## config.mk

```make
export PLATFORM = sky130hd
export DESIGN_NAME = bus_arb_flat
export DESIGN_NICKNAME = d
export VERILOG_FILES = /design/src/rtl/bus_arb_if.sv /design/src/rtl/bus_arb.sv /design/src/flat_wrapper.sv
export SDC_FILE = /design/constraint.sdc
export NUM_CORES = 1
export LEC_CHECK = 0
export ABC_AREA = 1
export CELL_PAD_IN_SITES_DETAIL_PLACEMENT = 0
export CELL_PAD_IN_SITES_GLOBAL_PLACEMENT = 1
export CORE_AREA = 4 4 170 172
export CTS_BUF_LIST = sky130_fd_sc_hd__clkbuf_2
export DETAILED_ROUTE_END_ITERATION = 8
export DIE_AREA = 0 0 174 176
export GPL_TIMING_DRIVEN = 0
export PLACE_DENSITY_LB_ADDON = 0.12
export SETUP_SLACK_MARGIN = 0.05
export SYNTH_ARGS = -nofsm -noshare
export SYNTH_HDL_FRONTEND = slang
export SYNTH_SLANG_ARGS = --single-unit
```

## constraint.sdc

```tcl
create_clock -name clk -period 1.72 [get_ports clk]
set_input_delay 0.258 -clock clk [delete_from_list [all_inputs] [get_ports clk]]
set_output_delay 0.258 -clock clk [all_outputs]
set_load 0.01 [all_outputs]
```

## src/rtl/bus_arb_if.sv

```systemverilog
// Signal bundle between the two bus masters, the arbiter and the shared BUS port.
// The arbiter connects through the slave modport; a master-side agent connects through master.
interface bus_arb_if;
   logic        m0_req;
   logic        m1_req;
   logic        m0_wr;
   logic        m1_wr;
   logic [15:0] m0_addr;
   logic [15:0] m1_addr;
   logic [63:0] m0_dout;
   logic [63:0] m1_dout;
   logic        m0_grant;
   logic        m1_grant;
   logic [63:0] m0_din;
   logic [63:0] m1_din;
   logic        bus_req;
   logic        bus_wr;
   logic [15:0] bus_addr;
   logic [63:0] bus_dout;
   logic [63:0] bus_din;

   modport slave (
      input  m0_req, m1_req, m0_wr, m1_wr, m0_addr, m1_addr, m0_dout, m1_dout, bus_din,
      output m0_grant, m1_grant, m0_din, m1_din, bus_req, bus_wr, bus_addr, bus_dout
   );

   modport master (
      output m0_req, m1_req, m0_wr, m1_wr, m0_addr, m1_addr, m0_dout, m1_dout, bus_din,
      input  m0_grant, m1_grant, m0_din, m1_din, bus_req, bus_wr, bus_addr, bus_dout
   );
endinterface

```

## src/rtl/bus_arb.sv

```systemverilog
// Two-master round-robin bus arbiter with a burst limit of MAX_BURST cycles under contention.
// Grants come straight from the state register; the bus mux follows the current owner.
module bus_arb #(
   parameter int MAX_BURST = 4
) (
   input logic       clk,
   input logic       reset,
   bus_arb_if.slave  bus
);

   typedef enum logic [1:0] {
      IDLE = 2'd0,
      GNT0 = 2'd1,
      GNT1 = 2'd2
   } state_t;

   localparam logic [3:0] CNT_MAX = 4'(MAX_BURST - 1);

   state_t      state;
   state_t      next_state;
   logic [3:0]  cnt;
   logic [3:0]  next_cnt;
   logic        last;
   logic        next_last;
   logic        own_req;
   logic        oth_req;

   // last resets to 1 so master 0 wins the very first tie
   always_ff @(posedge clk) begin
      if (reset) begin
         state <= IDLE;
         cnt   <= 4'd0;
         last  <= 1'b1;
      end else begin
         state <= next_state;
         cnt   <= next_cnt;
         last  <= next_last;
      end
   end

   // The counter advances every cycle the owner keeps the bus (saturating), so a long
   // solo owner hands over quickly once the other master finally asks.
   always_comb begin
      next_state = state;
      next_cnt   = cnt;
      next_last  = last;
      own_req    = 1'b0;
      oth_req    = 1'b0;
      case (state)
         IDLE: begin
            if (bus.m0_req && bus.m1_req)
               next_state = last ? GNT0 : GNT1;
            else if (bus.m0_req)
               next_state = GNT0;
            else if (bus.m1_req)
               next_state = GNT1;
         end
         GNT0, GNT1: begin
            own_req = (state == GNT0) ? bus.m0_req : bus.m1_req;
            oth_req = (state == GNT0) ? bus.m1_req : bus.m0_req;
            if (own_req && !oth_req)
               next_cnt = (cnt == CNT_MAX) ? cnt : cnt + 4'd1;
            else if (own_req && oth_req && cnt != CNT_MAX)
               next_cnt = cnt + 4'd1;
            else if (oth_req)
               next_state = (state == GNT0) ? GNT1 : GNT0;
            else
               next_state = IDLE;
         end
         default: next_state = IDLE;
      endcase

      if (next_state != state && next_state != IDLE) begin
         next_cnt  = 4'd0;
         next_last = (next_state == GNT1);
      end else if (next_state == IDLE) begin
         next_cnt  = 4'd0;
      end
   end

   assign bus.m0_grant = (state == GNT0);
   assign bus.m1_grant = (state == GNT1);
   assign bus.m0_din   = bus.bus_din;
   assign bus.m1_din   = bus.bus_din;

   // bus_req follows the owner's live request, so a dropped request leaves the bus at once
   always_comb begin
      bus.bus_req  = 1'b0;
      bus.bus_wr   = 1'b0;
      bus.bus_addr = 16'd0;
      bus.bus_dout = 64'd0;
      case (state)
         GNT0: begin
            bus.bus_req  = bus.m0_req;
            bus.bus_wr   = bus.m0_wr;
            bus.bus_addr = bus.m0_addr;
            bus.bus_dout = bus.m0_dout;
         end
         GNT1: begin
            bus.bus_req  = bus.m1_req;
            bus.bus_wr   = bus.m1_wr;
            bus.bus_addr = bus.m1_addr;
            bus.bus_dout = bus.m1_dout;
         end
         default: ;
      endcase
   end

endmodule
```

## src/flat_wrapper.sv

```systemverilog
// flat-port wrapper written by rule: the top's interface ports become plain ports
module bus_arb_flat 
#(
   parameter int MAX_BURST = 4
)
  (clk, reset, bus_m0_req, bus_m1_req, bus_m0_wr, bus_m1_wr, bus_m0_addr, bus_m1_addr, bus_m0_dout, bus_m1_dout, bus_bus_din, bus_m0_grant, bus_m1_grant, bus_m0_din, bus_m1_din, bus_bus_req, bus_bus_wr, bus_bus_addr, bus_bus_dout);
  bus_arb_if bus_i ();
  input logic clk;
  input logic reset;
  input wire logic [$bits(bus_i.m0_req)-1:0] bus_m0_req;
  input wire logic [$bits(bus_i.m1_req)-1:0] bus_m1_req;
  input wire logic [$bits(bus_i.m0_wr)-1:0] bus_m0_wr;
  input wire logic [$bits(bus_i.m1_wr)-1:0] bus_m1_wr;
  input wire logic [$bits(bus_i.m0_addr)-1:0] bus_m0_addr;
  input wire logic [$bits(bus_i.m1_addr)-1:0] bus_m1_addr;
  input wire logic [$bits(bus_i.m0_dout)-1:0] bus_m0_dout;
  input wire logic [$bits(bus_i.m1_dout)-1:0] bus_m1_dout;
  input wire logic [$bits(bus_i.bus_din)-1:0] bus_bus_din;
  output wire logic [$bits(bus_i.m0_grant)-1:0] bus_m0_grant;
  output wire logic [$bits(bus_i.m1_grant)-1:0] bus_m1_grant;
  output wire logic [$bits(bus_i.m0_din)-1:0] bus_m0_din;
  output wire logic [$bits(bus_i.m1_din)-1:0] bus_m1_din;
  output wire logic [$bits(bus_i.bus_req)-1:0] bus_bus_req;
  output wire logic [$bits(bus_i.bus_wr)-1:0] bus_bus_wr;
  output wire logic [$bits(bus_i.bus_addr)-1:0] bus_bus_addr;
  output wire logic [$bits(bus_i.bus_dout)-1:0] bus_bus_dout;
  assign bus_i.m0_req = bus_m0_req;
  assign bus_i.m1_req = bus_m1_req;
  assign bus_i.m0_wr = bus_m0_wr;
  assign bus_i.m1_wr = bus_m1_wr;
  assign bus_i.m0_addr = bus_m0_addr;
  assign bus_i.m1_addr = bus_m1_addr;
  assign bus_i.m0_dout = bus_m0_dout;
  assign bus_i.m1_dout = bus_m1_dout;
  assign bus_i.bus_din = bus_bus_din;
  assign bus_m0_grant = bus_i.m0_grant;
  assign bus_m1_grant = bus_i.m1_grant;
  assign bus_m0_din = bus_i.m0_din;
  assign bus_m1_din = bus_i.m1_din;
  assign bus_bus_req = bus_i.bus_req;
  assign bus_bus_wr = bus_i.bus_wr;
  assign bus_bus_addr = bus_i.bus_addr;
  assign bus_bus_dout = bus_i.bus_dout;
  bus_arb #(.MAX_BURST(MAX_BURST)) u_core (.clk(clk), .reset(reset), .bus(bus_i));
endmodule
```

==> summary.txt <==
Hold Violations, Final = 0
combinational power share = 94.7%
register area share after synthesis = 5.291%
Slew HR = 84.68%
first-pass GRT wire length = 29850 µm
violated checks = negative setup slack
clk sinks = 7
PwrDens = 829.0 nW/µm²
Routed WL = 21710 µm
RSZ-0062 raised after global routing = true
die area = 30620 µm²
Synth Flop Type = dfxtp_1
worst r2r path cells = 17
post-synthesis instance area = 2649 µm²
Leak = 0.003260 µW
Tcrit/Tclk final = 108.4%
CTS tree = yes
total gr overflow = 0
Int Pwr = 3581 µW
Setup crit end kind = output port
Detail Route Antenna Nets = 0
largest net degree at the start of global routing = 11
Net count, final = 1137
top cell type's share of synthesized area = 36.28%
Yosys cell types = 21
vias in the first global route = 4446
Ys Warns = 0
Starting Density = 9.640%
DRT Pass-1 Iters = 4
worst vdd ir = 0.5069 mV
dominant cell by count in the synthesized netlist = nand2_1
Ports = 442
number of flops mapped to enable cells by yosys = 0
CTS buffer count = 3
Setup violations, final = 87
Layout Skew = 0.0008384 ns
fin util = 29.15%
Net Sw Frac = 46.07%
largest fanout on the critical path = 6
#FFs+latches synth = 7
critical path class = flop to output port
setup tns final = -9.317 ns
Psw = 3059 µW
Core Area = 27480 µm²
Max Cap Viol = 0
die height = 176 µm
CTS root buf = clkbuf_2
Min-Delay Path Class = flop to flop
WHS Path Cells = 2
Synth Area per Inst = 5.439 µm²
slew of the pin with the lowest slew margin = 0.2291 ns
Gate Count Post-Synth = 487
required time of the critical path = 1.46 ns
syn_nets = 723
min Tclk post-route = 1.865 ns
# rows = 61
Overall Power = 6640 µW
Placer Congestion = 0.7000
Die Wd = 174 µm
clock power share = 1.9%
DRC Markers = 0
gr usage total = 12.82%
status = finished with violations
drt wl/cell = 17.43 µm
Port Buf Inserts = 377
dpl hpwl = 17910 µm
Worst-path clk slew = 0.07 ns
initial antenna violation count = 1
fmax = 536.3 MHz
Flop pwr share = 3.4%
Final Worst Setup Slack = -0.1446 ns
CP startpoint kind = flop
Worst EP arrival = 1.61 ns
async set-reset flop share out of synthesis = 0%
Area growth, synth to finish = 202.4%
via count = 4344
leading area contributor after synthesis = buf_4
Final Max Tran Viols = 0
Post-synth top cells = nand2_1, buf_4, a21oi_1
share of layout cells above drive strength 1 = 44.67%
vias per cell = 3.486
fillcell total = 3092
Iter 0 DRT Violations = 81
clk buf depth = 2
Diodes inserted = 0
H-tree depth = 1
Clock Latency Late Sink = 0.23 ns
Area contributors post-synth = buf_4, nand2_1, a21oi_1
worst max-delay path, stage by stage, from the launching register on:
cell       delay (ns)
dfxtp_4          0.38
inv_6            0.05
ha_4             0.30
inv_8            0.05
clkbuf_16        0.17
clkbuf_16        0.17
a21oi_4          0.11
buf_6            0.14
layer usage:
metal | track usage (%) | wire length, µm | vias up
met5 | 0 | 11 | -
met3 | 4.026 | 1762 | 12
met1 | 13.34 | 7561 | 1915
met2 | 25.72 | 12150 | 189
met4 | 1.518 | 233 | 2
li1 | - | - | 2226
power by group through the flow:
stage | registers [µW] | logic (µW) | clock network, µW
2_1_floorplan | 226 | 1880 | 0
3_3_place_gp | 240 | 4020 | 0
3_5_place_dp | 239 | 3970 | 0
4_1_cts | 225 | 5840 | 132
5_1_grt | 232 | 6770 | 143
6_report | 226 | 6290 | 125
cells in the final DEF, fill, tap and decap left out, types with 4 or more instances in the layout:
master / synthesis / final
clkbuf_8: 0 / 5
buf_2: 1 / 51
a21oi_4: 0 / 14
nand2_2: 7 / 19
inv_2: 1 / 5
buf_8: 0 / 11
clkdlybuf4s50_1: 0 / 293
inv_1: 16 / 10
a21oi_2: 0 / 69
clkbuf_2: 0 / 4
ha_4: 0 / 4
buf_6: 0 / 24
nor2_1: 8 / 5
nand2_1: 186 / 170
dfxtp_1: 7 / 5
nand2_4: 0 / 4
buf_4: 128 / 159
nand3_1: 7 / 5
clkbuf_16: 0 / 18
worst paths after layout:
path	slack, ns	to	start
min	0.48	u_core.last	u_core.last
max	-0.14	bus_bus_dout[11]	u_core.state[1]
max reg2reg	-0.08	u_core.cnt[3]	u_core.state[0]
min reg2reg	0.48	u_core.last	u_core.last
cell families after synthesis:
kind of cell / count (synthesis) / share of synthesized area (%)
flops: 7 / 5.290
xor+xnor: 3 / 0.9922
simple gates: 211 / 31.51
fa+ha+maj: 6 / 2.834
buf+inv: 173 / 42.70
mux: 1 / 0.4251
compound gates: 86 / 16.25
sequential cells by signal, indices dropped and copies added, names as in the netlist:
register and count:
u_core.cnt 4, u_core.last 1, u_core.state 2
metrics by stage:
stage / hold WS (ns) / cells / cell area [µm²] / setup WS (ns)
floorplan: 0.3230 / 487 / 2684 / 0.06349
global placement: 0.4873 / 1210 / 6890 / -1.111
detailed placement: 0.4805 / 1210 / 6890 / -1.130
CTS: 0.4926 / 1238 / 7642 / -0.1714
global route: 0.5281 / 1246 / 8010 / -0.2247
finish: 0.4813 / 1246 / 8010 / -0.1446
what timing repair did:
action / CTS / global route
setup buffers: 15 / 4
pin swaps: 15 / 19
gates resized for setup: 540 / 79
hold endpoints to repair: 0 / 0
hold buffers: 0 / 0
setup endpoints to repair: 89 / 88
gates cloned: 9 / 4
layout make-up:
cell class	count	area, µm²	area share, %
Clock buffer	4	20.02	0.2499
Inverter	18	80.08	0.9997
Sequential cell	7	147.6	1.843
Buffer	155	1513	18.88
Multi-Input combinational cell	307	1944	24.27
Tap cell	346	432.9	5.405
Timing Repair Buffer	409	3872	48.34
No activity file was read; power rests on OpenSTA's default activity.
